--- config.mk ---
export PLATFORM = sky130hd
export DESIGN_NAME = nested_counter
export DESIGN_NICKNAME = d
export VERILOG_FILES = /design/src/rtl/nested_counter.sv
export SDC_FILE = /design/constraint.sdc
export NUM_CORES = 1
export LEC_CHECK = 0
export CORE_ASPECT_RATIO = 0.5
export CORE_MARGIN = 1.5
export CORE_UTILIZATION = 48
export DETAILED_ROUTE_END_ITERATION = 16
export PLACE_DENSITY = 0.79
export SLEW_MARGIN = 20
export SYNTH_ARGS = -nofsm -noshare
export SYNTH_HDL_FRONTEND = slang
export SYNTH_SLANG_ARGS = --single-unit
--- constraint.sdc ---
create_clock -name clk -period 5.4 [get_ports clk]
set_input_delay 1.35 -clock clk [delete_from_list [all_inputs] [get_ports clk]]
set_output_delay 1.35 -clock clk [all_outputs]
set_load 0.1 [all_outputs]
--- src/rtl/nested_counter.sv ---
`timescale 1ns/1ps
// ---------------------------------------------------------------------------
// nested_counter
//
// Cascaded multi-digit counter for OFDM framing (e.g. sample -> subcarrier ->
// symbol). Each of the STAGES digits has its own runtime modulus, the chain
// can count up or down, and an optional saturate mode stops the chain at its
// final terminal value instead of rolling over.
//
// Ports:
//   clk        - clock, all state updates on the rising edge
//   rst_n      - asynchronous active-low reset (cnt = 0, done = 0)
//   En_cnt     - count enable, advances stage 0 by one step
//   clr        - synchronous clear to the start value of the current dir
//   load       - synchronous parallel load of load_val
//   load_val   - load value, stage i in bits [i*W +: W]
//   dir        - 0 = count up, 1 = count down
//   sat        - 0 = wrap mode, 1 = stop at the chain's final terminal
//   mod_vec    - per-stage modulus N_i (0 means 2^W)
//   cnt        - registered counter values, stage i in bits [i*W +: W]
//   stage_last - stage i is at its terminal value
//   stage_wrap - stage i wraps on this edge
//   all_last   - whole chain rolls over on this edge
//   done       - sticky flag, set when the chain saturates with sat = 1
// ---------------------------------------------------------------------------
module nested_counter #(
    parameter int STAGES = 3,
    parameter int W      = 8
) (
    input  logic                  clk,
    input  logic                  rst_n,
    input  logic                  En_cnt,
    input  logic                  clr,
    input  logic                  load,
    input  logic [STAGES*W-1:0]   load_val,
    input  logic                  dir,
    input  logic                  sat,
    input  logic [STAGES*W-1:0]   mod_vec,
    output logic [STAGES*W-1:0]   cnt,
    output logic [STAGES-1:0]     stage_last,
    output logic [STAGES-1:0]     stage_wrap,
    output logic                  all_last,
    output logic                  done
);

    localparam logic [W-1:0] ONE = W'(1);

    logic [STAGES-1:0][W-1:0] r_cnt;
    logic                     r_done;

    logic [STAGES-1:0][W-1:0] w_nextCnt;
    logic [STAGES-1:0][W-1:0] w_top;
    logic [STAGES-1:0]        w_last;
    logic [STAGES-1:0]        w_adv;
    logic [STAGES-1:0]        w_wrap;
    logic                     w_nextDone;
    logic                     w_halt;
    logic                     w_run;
    logic                     w_final;
    logic                     w_ctl;

    // Terminal detection and carry chain. w_top is N_i-1 in W bits, so a
    // modulus of 0 naturally yields the full 2^W-1 range. Up-count uses >=
    // so a value left out of range by shrinking the modulus counts as
    // terminal. The carry ripples through w_run: a stage advances only when
    // the enable reaches it through every lower terminal stage.
    always_comb begin
        w_top   = '0;
        w_last  = '0;
        w_adv   = '0;
        w_wrap  = '0;
        w_halt  = sat & r_done;
        w_ctl   = clr | load;
        w_run   = 1'b0;
        w_final = 1'b0;
        for (int i = 0; i < STAGES; i++) begin
            w_top[i]  = mod_vec[i*W +: W] - ONE;
            w_last[i] = dir ? (r_cnt[i] == '0) : (r_cnt[i] >= w_top[i]);
        end
        w_run = En_cnt & ~w_halt;
        for (int i = 0; i < STAGES; i++) begin
            w_adv[i]  = w_run;
            // Wrap flags are suppressed when clr/load override the count.
            w_wrap[i] = w_run & w_last[i] & ~w_ctl;
            w_run     = w_run & w_last[i];
        end
        // Enabled edge with every stage terminal: the chain's final terminal.
        w_final = w_run;
    end

    // Next-state selection: clr beats load beats counting. In saturate mode
    // the final-terminal edge holds cnt and raises done instead of wrapping.
    always_comb begin
        w_nextCnt  = r_cnt;
        w_nextDone = r_done;
        if (clr) begin
            for (int i = 0; i < STAGES; i++) begin
                w_nextCnt[i] = dir ? w_top[i] : '0;
            end
            w_nextDone = 1'b0;
        end else if (load) begin
            w_nextCnt  = load_val;
            w_nextDone = 1'b0;
        end else if (sat & w_final) begin
            w_nextDone = 1'b1;
        end else begin
            for (int i = 0; i < STAGES; i++) begin
                if (w_adv[i]) begin
                    if (w_last[i]) begin
                        w_nextCnt[i] = dir ? w_top[i] : '0;
                    end else if (!dir) begin
                        w_nextCnt[i] = r_cnt[i] + ONE;
                    end else if (r_cnt[i] > w_top[i]) begin
                        // Out-of-range down-count snaps to the new top value.
                        w_nextCnt[i] = w_top[i];
                    end else begin
                        w_nextCnt[i] = r_cnt[i] - ONE;
                    end
                end
            end
        end
    end

    // State register with asynchronous reset.
    always_ff @(posedge clk or negedge rst_n) begin
        if (!rst_n) begin
            r_cnt  <= '0;
            r_done <= 1'b0;
        end else begin
            r_cnt  <= w_nextCnt;
            r_done <= w_nextDone;
        end
    end

    assign cnt        = r_cnt;
    assign done       = r_done;
    assign stage_last = w_last;
    assign stage_wrap = w_wrap;
    assign all_last   = w_wrap[STAGES-1];

endmodule
# Word-level counts from Yosys, hierarchy flattened
# Cells that the tools add are included.
# word_totals
regBits	25
input_bits	55
elab_cells	66
# op_classes
n_addsub	9
magnitude_cmp	6
n_eq_ne	1
n_mux	24
bitwise_logic	12
n_reduce_logical	10
# ops
operator	count
$mux W8	15
$mux W24	3
$sub A8 B1 Y8 const B	6
$add A8 B1 Y8 const B	3
$ge A8 B8 Y1	3
$gt A8 B8 Y1	3
$logic_not A8 Y1	3
$reduce_bool A3 Y1	4
$and A1 B1 Y1	9
$mux W1	6
$reduce_and A2 Y1	3
$ne A3 B3 Y1 const B	1
$not A1 Y1	2
$or A1 B1 Y1	1

# Longest topological paths before layout
# depth
ltp_word	10
ltp_mapped	15
depth_no_buf	14

# Worst setup path before layout
# No wires, ideal clock.
# synth_timing
kind	input to output
start	input port mod_vec[0]
end	output port stage_wrap[2]
arrival_ns	6.596
required_time_ns	4.050
path_slack_ns	-2.546
stages	15
path_buffers	1
path_cell_list	inv_1 -> ha_1 -> or3b_4 -> xnor2_1 -> inv_1 -> ha_1 -> nand3_1 -> nor2_1 -> or4b_4 -> a21oi_2 -> a311oi_4 -> or3_1 -> nor2_1 -> and2_1 -> buf_4
# synth_between
elab_chain_len	7
# synth_rtl
element	line_no	text
from (decl)	38	input logic [STAGES*W-1:0] mod_vec,
$sub A8 B1 Y8	77	w_top[i] = mod_vec[i*W +: W] - ONE;
$ge A8 B8 Y1	78	w_last[i] = dir ? (r_cnt[i] == '0) : (r_cnt[i] >= w_top[i]);
$mux W1	78	
$and A1 B1 Y1 (2 in series)	85	w_run = w_run & w_last[i];
$and A1 B1 Y1 (2 in series)	84	w_wrap[i] = w_run & w_last[i] & ~w_ctl;
to (decl)	41	output logic [STAGES-1:0] stage_wrap,
# Every way passes these cells.

# Worst setup path in the final report
# layout_timing
start	input port mod_vec[3]
end	output port all_last
# layout_between
elab_chain_len	7
# layout_rtl
element	line_no	text
$sub A8 B1 Y8	77	
$ge A8 B8 Y1	78	
$mux W1	78	
$and A1 B1 Y1 (2 in series)	85	
$and A1 B1 Y1 (2 in series)	84	
to (decl)	42	output logic all_last,
# Every way passes these cells.

==> flow_summary.json <==
{
  "antenna_found_initial": 0,
  "finalWirelength_mm": 15.7,
  "synth_edf_count": 0,
  "vias_per_cell": 6.28,
  "fin_crit_ns": 5.79,
  "synth_area_per_cell_um2": 7.50,
  "power.density_nw_per_um2": 246,
  "cp_max_fo": 3,
  "worstRegToRegCells": 12,
  "start_util_pct": 49.8,
  "syn_to_final_growth_pct": 52.8,
  "hold_end": "done$_DFFE_PN0P_",
  "vdd_drop_max_mv": 0.209,
  "final_core_utilization_pct": 76.1,
  "dr.first_iter.drc_count": 555,
  "timing.rr.end": "cnt[20]$_DFFE_PN0P_",
  "crit_type": "in2out",
  "synth_top_area_share_pct": 15.6,
  "ant_nets": 0,
  "nFillCells": 593,
  "synthTopCellsByCount": "nand2_1 (50), nor2_1 (42), ha_1 (31)",
  "wire_per_inst_um": 19.2,
  "dieArea_um2": 8920,
  "drc": 0,
  "required_ns": 4.05,
  "violations": "setup timing",
  "reg2reg_from": "cnt[0]$_DFFE_PN0P_",
  "cts_max_level": 1,
  "seq_area_frac_synth_pct": 15.6,
  "worstHoldPathCells": 2,
  "die_h_um": 67.5,
  "relSlewSlack_pct": 33.0,
  "final_nets": 790,
  "core_area_um2": 8030,
  "cts_tree": "built",
  "row_count": 23,
  "cp-start-kind": "input port",
  "clockBufferDepth": 2,
  "multi_input_area_um2": 3320,
  "fmax_ghz": 0.173,
  "root_buffer": "clkbuf_16",
  "drv_cap": 0,
  "yosys_register_bits": 25,
  "worst_pin_slew_ns": 1.00,
  "min_from": "done$_DFFE_PN0P_",
  "grt_pass1_wl_mm": 24.0,
  "drive_above_1_share_pct": 25.6,
  "timing.hold.ws_ns": 0.552,
  "fin_crit_sh_pct": 107,
  "yosysWarnings": 0,
  "antenna-diode-count": 0,
  "clock_sinks": 25,
  "regArea_um2": 626,
  "rsz0062_at_grt": "yes",
  "drv_slew": 0,
  "place.gp.congestion": 0.966,
  "crit_arrival_ns": 4.44,
  "synth_nets": 619,
  "async_reset_ff_share_pct": 100,
  "cp-startpoint": "mod_vec[3]",
  "ys.flop_type": "dfrtp_1",
  "ioPinCount": 87,
  "hold_buffers": 0,
  "ys_types": 71,
  "cts_buffers": 3,
  "fin_skew_ns": 0.00274,
  "setup_violations": 6,
  "clkTransAtPathRegs_ns": 0.07,
  "rrSetupSlack_ns": 1.86,
  "first_pass_iters": 5,
  "yosysMostFrequentCell": "nand2_1",
  "ys_top_cells_by_area": "dfrtp_1 (16%), ha_1 (9.7%), xnor2_1 (6.6%)",
  "clock_latency_ns": 0.27,
  "grt_max_degree": 48,
  "setup_slack_ns": -0.394,
  "synth_largest_area_cell": "dfrtp_1",
  "final-hold-violation-count": 0,
  "die-width_um": 132,
  "crit_path_end_kind": "output pin",
  "mappedNetlistArea_um2": 4000,
  "numPortBuffers": 86,
  "min_path_type": "reg2reg",
  "status": "finished, violations left",
  "hpwl_mm": 10.3,
  "num_vias": 5115,
  "grtUsageTotal_pct": 34.3,
  "overflow": 0,
  "grt_pass1_vias": 4764,
  "p_leak_nw": 2.59,
  "synthCells": 533
}
[registers in the layout, summed over array words and instances, names as in the netlist]
name and count:
cnt 24, done 1
[per-layer routing]
metal,vias to the layer above,share of wire [%],GRT usage (%)
li1,2342,-,-
met1,2405,41,41.8
met2,314,47,61.8
met3,54,8.6,5.56
met4,0,3.2,14.7
met5,-,0,0
[power breakdown]
| group | total [mW] | internal, mW | switching [mW] |
|---|---|---|---|
| combinational | 1.03 | 0.407 | 0.620 |
| clock | 0.180 | 0.102 | 0.0780 |
| sequential | 0.293 | 0.215 | 0.0777 |
[worst max path at each step]
stage	to	slack, ns	cells after the start
floorplan	stage_wrap[2]	-0.90	15
detailed placement	all_last	-0.88	16
finish	all_last	-0.39	14
CTS	all_last	-0.37	16
global placement	all_last	-0.80	16
global route	all_last	-0.47	16
[metrics by stage]
stage          setup TNS (ns)  power (mW)  cells  worst slack [ns]  instance area, µm²
6_report                -1.92        1.50    815            -0.394                6110
3_5_place_dp            -4.07        1.22    764            -0.884                5490
5_1_grt                 -2.41        1.57    815            -0.473                6110
2_1_floorplan           -2.10       0.920    533            -0.901                4080
3_3_place_gp            -3.47        1.20    764            -0.796                5490
4_1_cts                 -1.76        1.44    808            -0.371                5950
[cells by family (layout without fill, tap and decap cells)]
| group | after synthesis | in the layout | share of synthesized area, % |
|---|---|---|---|
| xor+xnor | 47 | 47 | 10.6 |
| buf+inv | 63 | 233 | 6.48 |
| flops | 25 | 25 | 15.6 |
| compound gates | 154 | 154 | 27.6 |
| fa+ha+maj | 31 | 31 | 9.70 |
| simple gates | 193 | 193 | 24.2 |
| mux | 20 | 20 | 5.79 |
[what timing repair did]
item | CTS | global route
pin swaps | 16 | 20
resized for setup | 39 | 23
setup endpoints to repair | 6 | 8
buffers inserted | 40 | 11
[critical path: stages]
cell and delay, ns:
dlygate4sd2_1 0.27, or3b_4 0.43, xnor2_4 0.22, inv_2 0.08, ha_4 0.29, nand3_4 0.09
nor2_4 0.10, or4b_4 0.49, a21oi_4 0.18, a311oi_4 0.07, or3_4 0.38, nor2_4 0.12
and2_4 0.18, buf_12 0.18
[layout make-up]
class | count | area share [%]
Tap cell | 112 | 2.29
Sequential cell | 25 | 10.2
Timing Repair Buffer | 199 | 29.6
Clock buffer | 4 | 1.29
Inverter | 30 | 2.29
Multi-Input combinational cell | 445 | 54.3
[cells in the final DEF (no fill, tap or decap), types with 4 or more instances in the layout]
master,instances
a31oi_1,8
a311oi_1,4
inv_1,20
nor4_1,6
a311o_1,4
ha_1,29
a211oi_1,12
or4_1,4
o31ai_1,10
nor2_1,38
inv_2,4
xor2_1,15
o22ai_1,4
nand3_1,20
nand2_1,50
buf_12,8
xnor2_1,26
buf_4,108
buf_6,5
clkdlybuf4s50_1,72
mux2i_1,13
o21ai_0,27
o32ai_1,5
nand4_1,6
nor3_1,16
nand2b_1,8
o221ai_1,7
mux2_4,6
and3_1,11
or3_1,4
a21oi_1,28
dfrtp_1,25
Power figures use the tool's default switching activity.
